[src/rtl/mmc_ctrl_pkg.sv]
// ---------------------------------------------------------------------------
// mmc_ctrl_pkg
// Shared types for the multi-mode-counter session arbiter.
//   mode_e   : counter mode codes (up by 1/2, down by 1/2)
//   state_e  : session FSM states
//   result_e : result codes reported alongside done
// ---------------------------------------------------------------------------
package mmc_ctrl_pkg;

  typedef enum logic [1:0] {
    UP1   = 2'b00,
    UP2   = 2'b01,
    DOWN1 = 2'b10,
    DOWN2 = 2'b11
  } mode_e;

  typedef enum logic [1:0] {
    IDLE   = 2'b00,
    LOAD   = 2'b01,
    RUN    = 2'b10,
    REPORT = 2'b11
  } state_e;

  typedef enum logic [1:0] {
    RES_NONE    = 2'b00,
    RES_LOSE    = 2'b01,
    RES_WIN     = 2'b10,
    RES_TIMEOUT = 2'b11
  } result_e;

endpackage

[src/rtl/mmc_rr_arbiter.sv]
// ---------------------------------------------------------------------------
// mmc_rr_arbiter
// N_REQ-wide round-robin arbiter. The grant is combinational from req and
// the priority pointer; the pointer only moves when update is pulsed, and
// then points just past the requester given in upd_gnt.
// Ports:
//   clk, rst_n : clock, asynchronous active-low reset (pointer -> 0)
//   req        : request vector
//   update     : advance the pointer past upd_gnt this cycle
//   upd_gnt    : one-hot requester whose session just ended
//   gnt        : one-hot winner of the current search (0 when no req)
//   any_req    : at least one request present
// ---------------------------------------------------------------------------
module mmc_rr_arbiter #(
  parameter int N_REQ = 4
) (
  input  logic             clk,
  input  logic             rst_n,
  input  logic [N_REQ-1:0] req,
  input  logic             update,
  input  logic [N_REQ-1:0] upd_gnt,
  output logic [N_REQ-1:0] gnt,
  output logic             any_req
);

  localparam int PW = (N_REQ > 1) ? $clog2(N_REQ) : 1;

  logic [PW-1:0]    ptr_reg;
  logic [PW-1:0]    ptr_next;
  logic [N_REQ-1:0] rot_req;
  logic [N_REQ-1:0] rot_gnt;

  // Rotate so the pointer position sits at bit 0, take the lowest set bit,
  // then rotate the single grant bit back into place.
  assign rot_req = N_REQ'({req, req} >> ptr_reg);
  assign rot_gnt = rot_req & (~rot_req + N_REQ'(1));
  assign gnt     = N_REQ'(({rot_gnt, rot_gnt} << ptr_reg) >> N_REQ);
  assign any_req = |req;

  always_comb begin
    ptr_next = ptr_reg;
    if (update) begin
      for (int k = 0; k < N_REQ; k++) begin
        if (upd_gnt[k]) begin
          ptr_next = (k == N_REQ - 1) ? '0 : PW'(k + 1);
        end
      end
    end
  end

  always_ff @(posedge clk or negedge rst_n) begin
    if (!rst_n) begin
      ptr_reg <= '0;
    end else begin
      ptr_reg <= ptr_next;
    end
  end

endmodule

[src/rtl/mmc_session_arbiter.sv]
// ---------------------------------------------------------------------------
// mmc_session_arbiter
// Shares one multi-mode counter between N_REQ requesters. Each session:
// grant one requester (round robin), load its mode/initial value into the
// counter, count rising edges of cnt_winner / cnt_loser, and after ROUNDS
// events of one kind pulse done to the granted requester with the result.
//
// Ports:
//   clk, rst_n        clock, asynchronous active-low reset
//   req[N]            level session request per requester
//   req_mode[2N]      per-requester mode (00 up1, 01 up2, 10 down1, 11 down2)
//   req_value[W*N]    per-requester initial counter value
//   gnt[N]            one-hot grant, held LOAD..REPORT
//   done[N]           one-cycle pulse to the granted requester at session end
//   result[2]         valid with done: 10 winner, 01 loser, 11 timeout
//   cnt_rst           active-high counter reset (high outside a session)
//   cnt_init          one-cycle load strobe to the counter
//   cnt_mode[2]       mode to the counter, held for the session
//   cnt_value[W]      initial value to the counter
//   cnt_winner        counter at max value
//   cnt_loser         counter at zero
//
// Build option: define MMC_CTRL_TIMEOUT_EN to add a RUN-state watchdog that
// ends the session with result 11 after TIMEOUT_CYCLES RUN cycles.
// Without it there is no watchdog and TIMEOUT_CYCLES has no effect.
// ---------------------------------------------------------------------------
module mmc_session_arbiter
  import mmc_ctrl_pkg::*;
#(
  parameter int N_REQ          = 4,
  parameter int CNT_WIDTH      = 4,
  parameter int ROUNDS         = 3,
  parameter int TIMEOUT_CYCLES = 256
) (
  input  logic                       clk,
  input  logic                       rst_n,
  input  logic [N_REQ-1:0]           req,
  input  logic [2*N_REQ-1:0]         req_mode,
  input  logic [CNT_WIDTH*N_REQ-1:0] req_value,
  output logic [N_REQ-1:0]           gnt,
  output logic [N_REQ-1:0]           done,
  output logic [1:0]                 result,
  output logic                       cnt_rst,
  output logic                       cnt_init,
  output logic [1:0]                 cnt_mode,
  output logic [CNT_WIDTH-1:0]       cnt_value,
  input  logic                       cnt_winner,
  input  logic                       cnt_loser
);

  localparam int            TW        = $clog2(ROUNDS + 1);
  localparam logic [TW-1:0] TALLY_END = TW'(ROUNDS);
  localparam logic [TW-1:0] TALLY_MAX = '1;

  // -------------------------------------------------------------------------
  // Registered state and outputs
  // -------------------------------------------------------------------------
  state_e               state_reg;
  logic [N_REQ-1:0]     gnt_reg;
  logic [N_REQ-1:0]     done_reg;
  result_e              result_reg;
  logic                 cnt_rst_reg;
  logic                 cnt_init_reg;
  mode_e                mode_reg;
  logic [CNT_WIDTH-1:0] value_reg;
  logic [TW-1:0]        win_tally_reg;
  logic [TW-1:0]        lose_tally_reg;
  logic                 win_q_reg;
  logic                 lose_q_reg;

  // -------------------------------------------------------------------------
  // Request unpacking and selection of the winner's mode/value
  // -------------------------------------------------------------------------
  logic [1:0]           mode_arr  [N_REQ];
  logic [CNT_WIDTH-1:0] value_arr [N_REQ];
  logic [1:0]           sel_mode;
  logic [CNT_WIDTH-1:0] sel_value;

  genvar gi;
  generate
    for (gi = 0; gi < N_REQ; gi++) begin : g_unpack
      assign mode_arr[gi]  = req_mode[2*gi +: 2];
      assign value_arr[gi] = req_value[CNT_WIDTH*gi +: CNT_WIDTH];
    end
  endgenerate

  logic [N_REQ-1:0] arb_gnt;
  logic             arb_any;
  logic             arb_update;
  logic             granted_live;

  always_comb begin
    sel_mode  = '0;
    sel_value = '0;
    for (int k = 0; k < N_REQ; k++) begin
      if (arb_gnt[k]) begin
        sel_mode  = mode_arr[k];
        sel_value = value_arr[k];
      end
    end
  end

  // Session is still wanted only while the granted requester holds req.
  assign granted_live = |(req & gnt_reg);

  // Pointer moves when a session leaves REPORT or is aborted in LOAD/RUN.
  assign arb_update = (state_reg == REPORT) ||
                      (((state_reg == LOAD) || (state_reg == RUN)) && !granted_live);

  mmc_rr_arbiter #(
    .N_REQ (N_REQ)
  ) u_rr (
    .clk     (clk),
    .rst_n   (rst_n),
    .req     (req),
    .update  (arb_update),
    .upd_gnt (gnt_reg),
    .gnt     (arb_gnt),
    .any_req (arb_any)
  );

  // -------------------------------------------------------------------------
  // Event detection and tallies
  // -------------------------------------------------------------------------
  logic          win_rise;
  logic          lose_rise;
  logic          win_count;
  logic [TW-1:0] win_tally_next;
  logic [TW-1:0] lose_tally_next;
  logic          win_end;
  logic          lose_end;

  assign win_rise  = cnt_winner & ~win_q_reg;
  assign lose_rise = cnt_loser & ~lose_q_reg;
  // When both edges land together only the loser counts; the winner edge is
  // consumed (its copy still updates) and never counted.
  assign win_count = win_rise & ~lose_rise;

  assign lose_tally_next = (lose_rise && (lose_tally_reg != TALLY_MAX)) ?
                           lose_tally_reg + TW'(1) : lose_tally_reg;
  assign win_tally_next  = (win_count && (win_tally_reg != TALLY_MAX)) ?
                           win_tally_reg + TW'(1) : win_tally_reg;

  assign lose_end = (lose_tally_next == TALLY_END);
  assign win_end  = (win_tally_next == TALLY_END);

  // -------------------------------------------------------------------------
  // Optional RUN watchdog
  // -------------------------------------------------------------------------
  logic timeout_hit;

`ifdef MMC_CTRL_TIMEOUT_EN
  localparam int             TMW       = $clog2(TIMEOUT_CYCLES + 1);
  localparam logic [TMW-1:0] TIMER_END = TMW'(TIMEOUT_CYCLES);

  logic [TMW-1:0] timer_reg;
  logic [TMW-1:0] timer_next;

  // timer_next counts the RUN cycle in progress, so the session ends on the
  // edge closing the TIMEOUT_CYCLES-th RUN cycle.
  assign timer_next  = timer_reg + TMW'(1);
  assign timeout_hit = (timer_next == TIMER_END);

  always_ff @(posedge clk or negedge rst_n) begin
    if (!rst_n) begin
      timer_reg <= '0;
    end else if (state_reg == LOAD) begin
      timer_reg <= '0;
    end else if (state_reg == RUN) begin
      timer_reg <= timer_next;
    end
  end
`else
  assign timeout_hit = 1'b0;

  // Keeps TIMEOUT_CYCLES referenced in builds without the watchdog.
  if (TIMEOUT_CYCLES == 0) begin : g_no_watchdog
  end
`endif

  // -------------------------------------------------------------------------
  // Session FSM with registered outputs
  // -------------------------------------------------------------------------
  always_ff @(posedge clk or negedge rst_n) begin
    if (!rst_n) begin
      state_reg      <= IDLE;
      gnt_reg        <= '0;
      done_reg       <= '0;
      result_reg     <= RES_NONE;
      cnt_rst_reg    <= 1'b1;
      cnt_init_reg   <= 1'b0;
      mode_reg       <= UP1;
      value_reg      <= '0;
      win_tally_reg  <= '0;
      lose_tally_reg <= '0;
      win_q_reg      <= 1'b0;
      lose_q_reg     <= 1'b0;
    end else begin
      done_reg     <= '0;
      cnt_init_reg <= 1'b0;
      case (state_reg)
        IDLE: begin
          cnt_rst_reg <= 1'b1;
          if (arb_any) begin
            gnt_reg      <= arb_gnt;
            mode_reg     <= mode_e'(sel_mode);
            value_reg    <= sel_value;
            cnt_rst_reg  <= 1'b0;
            cnt_init_reg <= 1'b1;
            state_reg    <= LOAD;
          end
        end

        LOAD: begin
          win_tally_reg  <= '0;
          lose_tally_reg <= '0;
          win_q_reg      <= 1'b0;
          lose_q_reg     <= 1'b0;
          if (!granted_live) begin
            gnt_reg     <= '0;
            cnt_rst_reg <= 1'b1;
            state_reg   <= IDLE;
          end else begin
            state_reg <= RUN;
          end
        end

        RUN: begin
          if (!granted_live) begin
            gnt_reg     <= '0;
            cnt_rst_reg <= 1'b1;
            state_reg   <= IDLE;
          end else begin
            win_q_reg      <= cnt_winner;
            lose_q_reg     <= cnt_loser;
            win_tally_reg  <= win_tally_next;
            lose_tally_reg <= lose_tally_next;
            if (lose_end || win_end || timeout_hit) begin
              done_reg    <= gnt_reg;
              cnt_rst_reg <= 1'b1;
              state_reg   <= REPORT;
              if (lose_end) begin
                result_reg <= RES_LOSE;
              end else if (win_end) begin
                result_reg <= RES_WIN;
              end else begin
                result_reg <= RES_TIMEOUT;
              end
            end
          end
        end

        REPORT: begin
          gnt_reg    <= '0;
          result_reg <= RES_NONE;
          state_reg  <= IDLE;
        end

        default: begin
          state_reg <= IDLE;
        end
      endcase
    end
  end

  assign gnt       = gnt_reg;
  assign done      = done_reg;
  assign result    = result_reg;
  assign cnt_rst   = cnt_rst_reg;
  assign cnt_init  = cnt_init_reg;
  assign cnt_mode  = mode_reg;
  assign cnt_value = value_reg;

endmodule
[config.mk]
export PLATFORM = sky130hd
export DESIGN_NAME = mmc_session_arbiter
export DESIGN_NICKNAME = d
export VERILOG_FILES = /design/src/rtl/mmc_ctrl_pkg.sv /design/src/rtl/mmc_rr_arbiter.sv /design/src/rtl/mmc_session_arbiter.sv
export SDC_FILE = /design/constraint.sdc
export NUM_CORES = 1
export LEC_CHECK = 0
export CAP_MARGIN = 0
export CORE_MARGIN = 4
export CORE_UTILIZATION = 26
export DETAILED_ROUTE_END_ITERATION = 10
export HOLD_SLACK_MARGIN = 0.02
export SLEW_MARGIN = 0
export SYNTH_ARGS = -nofsm -noshare
export SYNTH_HDL_FRONTEND = slang
export SYNTH_SLANG_ARGS = --single-unit
export TNS_END_PERCENT = 50
[constraint.sdc]
create_clock -name clk -period 3.1 [get_ports clk]
set_clock_uncertainty 0.05 [all_clocks]
set_input_delay 0.93 -clock clk [delete_from_list [all_inputs] [get_ports clk]]
set_output_delay 0.93 -clock clk [all_outputs]
set_load 0.02 [all_outputs]
-- Yosys cells after proc, flatten, opt, wreduce, memory -nomap -nowiden
Cells that the tools add are included.
- bits in registers: 28
- bits of input ports: 32
- logic and storage cells: 107
- $add $sub $neg: 3
- equality and inequality tests: 13
- shifts and indexed selects: 2
- multiplexer cells: 45
- bitwise logic cells: 9
- reduce and logical (&&, ||, !) cells: 22
- operators with widths (cell ; count):
    two-way mux 2 bit ; 19
    two-way mux 4 bit ; 9
    inequality test 2 bit, second input constant ; 6
    one-hot mux 2 bit (2 select lines) ; 3
    one-hot mux 4 bit (3 select lines) ; 1
    AND reduction 2 bit ; 5
    two-way mux 1 bit ; 9
    AND 4 bit ; 2
    == test 2 bit, second input constant ; 4
    one-hot mux 2 bit (4 select lines) ; 1
    OR reduction 4 bit ; 2
    << shifter 8 x 2 -> 8 bit ; 1
    >> shifter 8 x 2 -> 4 bit ; 1
    AND reduction 3 bit ; 2
    adder 2 x 1 -> 2 bit, second input constant ; 2
    adder 4 x 1 -> 4 bit, second input constant ; 1
    NOT 4 bit ; 1
    one-hot mux 1 bit (2 select lines) ; 2
    nonzero test 2 bit ; 2
    nonzero test 4 bit ; 1
    AND 1 bit ; 3
    logical AND 1 bit ; 3
    logical OR 1 bit ; 3
    inequality test 3 x 2 -> 1 bit, second input constant ; 1
    8 further kinds ; 10

-- Depth between registers and ports, before layout
- depth after elaboration: 12
- depth in mapped cells: 7

-- By module
From an unflattened synthesis, not the netlist that was laid out.
- cells, all modules: 182
- area, all modules: 1717.9 µm²
- by module, submodules not included (module ; times used ; cells an instance ; area each (µm²) ; sequential area each (µm²)):
    mmc_session_arbiter ; 1 ; 149 ; 1485.2 ; 651.9
    mmc_rr_arbiter ; 1 ; 33 ; 232.7 ; 50.0

-- Worst setup path before layout
No wires, ideal clock.
- path type: input to register
- from: input port cnt_loser
- to: register cnt_rst_reg, in the netlist cnt_rst
- arrival time: 2.153 ns
- data required time: 2.975 ns
- setup slack: 0.822 ns
- cell stages on the path: 5
- buffers on the path: 0
- cell sequence: nor3b_4 > mux2i_1 > a311oi_4 > a221oi_1 > mux2i_1
- word-level cells in the longest chain between the ends: 9
- elaborated cells between the ends (all ways): 12
- classes of those cells: 3 x eq/ne; 2 x mux; 3 x bitwise; 4 x reduce/logical
- RTL lines (what ; line ; text):
    from (decl) ; mmc_session_arbiter.sv:48 ; input logic cnt_loser
    AND 1 bit * ; mmc_session_arbiter.sv:134 ; assign lose_rise = cnt_loser & ~lose_q_reg;
    NOT 1 bit ; mmc_session_arbiter.sv:137 ; assign win_count = win_rise & ~lose_rise;
    AND 1 bit ; mmc_session_arbiter.sv:137 ;
    logical AND 1 bit ; mmc_session_arbiter.sv:141 ; assign win_tally_next = (win_count && (win_tally_reg != TALLY_MAX)) ?
    two-way mux 2 bit ; mmc_session_arbiter.sv:141 ;
    == test 2 bit ; mmc_session_arbiter.sv:145 ; assign win_end = (win_tally_next == TALLY_END);
    logical OR 1 bit * ; mmc_session_arbiter.sv:238 ; if (lose_end || win_end || timeout_hit) begin
    inequality test 3 x 2 -> 1 bit (no source line) * ; - ;
    AND reduction 3 bit (no source line) * ; - ;
    to (signal assigned) ; mmc_session_arbiter.sv:190 ; cnt_rst_reg <= 1'b1;
    to (signal assigned) ; mmc_session_arbiter.sv:231 ; cnt_rst_reg <= 1'b1;
    to (signal assigned) ; mmc_session_arbiter.sv:240 ; cnt_rst_reg <= 1'b1;
    to (decl) ; mmc_session_arbiter.sv:62 ; logic cnt_rst_reg;
Mark *: on every way between the ends. The rest lies on a longest branch, timed or not.
A chain may end at the register's enable or synchronous reset.

-- Worst setup path in the final report
Same ends and word-level chain as after synthesis.

==> results.py <==
metrics = {
    "clock_tree": {
        "cts_buffer_depth": 2,
        "numCtsBuffers": 3,
        "cts-root-buf": "clkbuf_8",
        "ctsResizeCount": 0,
        "insertion_delay_ns": 0.28,
        "cts_hold_buf": 0,
        "clk_pin_slew_ns": 0.09,
        "cts_setup_buffers": 0,
        "clkSinkCount": 28,
        "cts_tree": "yes",
        "htree_levels": 1,
    },
    "critical_path": {
        "cp-end-kind": "flop",
        "worstSetupStartpointType": "primary input",
        "worstPathArrival_ns": 2.83,
        "cp_max_fo": 8,
        "setup.worst_path.class": "in2reg",
        "required_ns": 3.25,
    },
    "synth": {
        "syn_nets": 227,
        "ys_ff_latch": 28,
        "ys_warn_count": 0,
        "seq_area_frac_synth_pct": 40.9,
        "async_flop_share_pct": 100,
        "synth_area_per_cell_um2": 9.12,
        "ys.flop_type": "dfrtp_1",
        "ys_types": 45,
        "syn_inst": 188,
        "synth_area_um2": 1710,
        "synth_edf_count": 0,
    },
    "cells_and_area": {
        "final_common_cell": "clkdlybuf4s50_1",
        "syn_to_final_growth_pct": 40.4,
        "n_fill_cell": 665,
        "drive_gt1_share_pct": 8.20,
        "layout_common_cells": "49 x clkdlybuf4s50_1, 27 x dfrtp_1, 22 x inv_1, 21 x nand2_1",
        "antennaDiodeCount": 0,
        "finalInstanceArea_um2": 2410,
        "nNetsFinal": 284,
        "fin_util_pct": 37.7,
    },
    "timing": {
        "fin_crit_ns": 2.68,
        "rsz0062_at_grt": "false",
        "finalHoldViolCount": 0,
        "setup_viol": 0,
        "fin_crit_sh_pct": 86.4,
        "whs_ns": 0.427,
        "max_freq_mhz": 373,
        "max_slew_margin_pct": 71.0,
        "slew_violations": 0,
        "worst_pin_slew_ns": 0.434,
        "tns_ns": 0,
    },
    "place": {
        "place_congestion": 0.798,
        "placed_area_um2": 2340,
        "portBuffers": 49,
        "dp_hpwl_um": 3640,
    },
    "power_and_ir_drop": {
        "p_leak_nw": 1.00,
        "p_per_area_nw_per_um2": 737,
        "ir_drop_v": 0.000321,
    },
    "die": {
        "rows": 29,
        "dieWidth_um": 89.2,
        "die_area_um2": 7960,
        "ioPinCount": 50,
        "initial_core_util_pct": 26.8,
        "core_area_um2": 6390,
        "die_h_um": 89.2,
    },
    "routing": {
        "vias": 1590,
        "ant_nets": 0,
        "first_pass_iters": 4,
        "drc": 0,
        "via_per_inst": 4.95,
        "wirelength_um": 4560,
        "wl_per_cell_um": 14.2,
        "dr.first_iter.drc_count": 85,
    },
    "run": {
        "cap_violations": 0,
    },
    "grt": {
        "grt_pass1_vias": 1702,
        "use_met2_pct": 20.6,
        "grt_max_degree": 29,
        "grt_util_met1_pct": 17.3,
        "use_met3_pct": 2.30,
        "grt-busiest-layer": "met2",
        "antenna_found_initial": 0,
        "grt_overflow_total": 0,
        "grt_util_all_layers_pct": 12.6,
        "grt_pass1_wl_um": 7980,
    },
    "status": {
        "outcome": "complete, no violations",
    },
    "worst_hold_path": {
        "hp-class": "reg2reg",
    },
}
## worst paths after layout
kind	startpoint	to	slack (ns)	cells after the start
hold / removal	cnt_rst$_DFFE_PN1P_	cnt_rst$_DFFE_PN1P_	0.43	2
hold reg to reg	cnt_rst$_DFFE_PN1P_	cnt_rst$_DFFE_PN1P_	0.43	2
max in group asynchronous	rst_n	cnt_rst$_DFFE_PN1P_	1.70	2
min in group asynchronous	rst_n	done[0]$_DFF_PN0_	0.98	2
setup / recovery	cnt_loser	cnt_rst$_DFFE_PN1P_	0.42	6
setup reg to reg	lose_tally_reg[0]$_DFFE_PN0P_	cnt_rst$_DFFE_PN1P_	0.90	6
## through the flow
stage,power [W],setup slack [ns],cells
after floorplan,0.00112,0.822,188
after global placement,0.00149,0.194,317
after detailed placement,0.00150,0.141,317
after CTS,0.00180,0.409,321
after global routing,0.00192,0.249,321
final,0.00178,0.421,321
## power by group
part | total, W | switching (W) | internal, W
combinational | 0.000915 | 0.000520 | 0.000395
sequential | 0.000566 | 0.0000946 | 0.000472
clock | 0.000293 | 0.000120 | 0.000173
total | 0.00178 | 0.000735 | 0.00104
## per-layer routing
layer,vias to the layer above,part of all wire [%]
li1,797,-
met1,756,47
met2,35,48
met3,2,4.6
met4,0,0.20
met5,-,0
## kinds of logic after synthesis
logic type	after synthesis	share of synthesized area, %
AO/OA/AOI/OAI	70	29.6
AND/OR/NAND/NOR	53	16.4
flip-flops	28	40.9
buffers and inverters	27	6.06
adder cells (fa/ha/maj)	7	5.11
multiplexers	3	1.82
## critical path, cell delays in order
cell and delay [ns]:
clkdlybuf4s50_1 0.50, nor3b_4 0.29, mux2i_1 0.42, a311oi_4 0.11, a221oi_1 0.35, mux2i_1 0.23
## final cells by class
| class | count | area, µm² | share of cell area (%) |
|---|---|---|---|
| tap | 77 | 96.3 | 4.00 |
| multi-input combinational | 133 | 908 | 37.7 |
| clock buffer | 3 | 41.3 | 1.72 |
| timing repair buffer | 56 | 543 | 22.6 |
| clock inverter | 1 | 30.0 | 1.25 |
| inverter | 23 | 86.3 | 3.59 |
| sequential | 28 | 702 | 29.2 |
## Yosys cell counts (2+ instances only)
cell type	number	area, µm²
dfrtp_1	27	676
inv_1	22	82.6
nand2_1	21	78.8
a21oi_1	12	60.1
o21ai_0	12	60.1
nor2_1	8	30.0
ha_1	7	87.6
o21ai_1	7	35.0
a211oi_1	5	37.5
a22oi_1	4	30.0
nand2b_1	4	25.0
nor2b_1	4	25.0
nor3_1	4	20.0
nor3b_1	4	30.0
o22ai_1	4	25.0
o32ai_1	4	35.0
o31ai_1	3	22.5
a22o_1	2	17.5
a31oi_1	2	12.5
a32o_1	2	20.0
and4_1	2	17.5
buf_2	2	10.0
clkbuf_1	2	7.51
mux2i_1	2	20.0
o2bb2ai_1	2	17.5
Power figures use the tool's default switching activity.
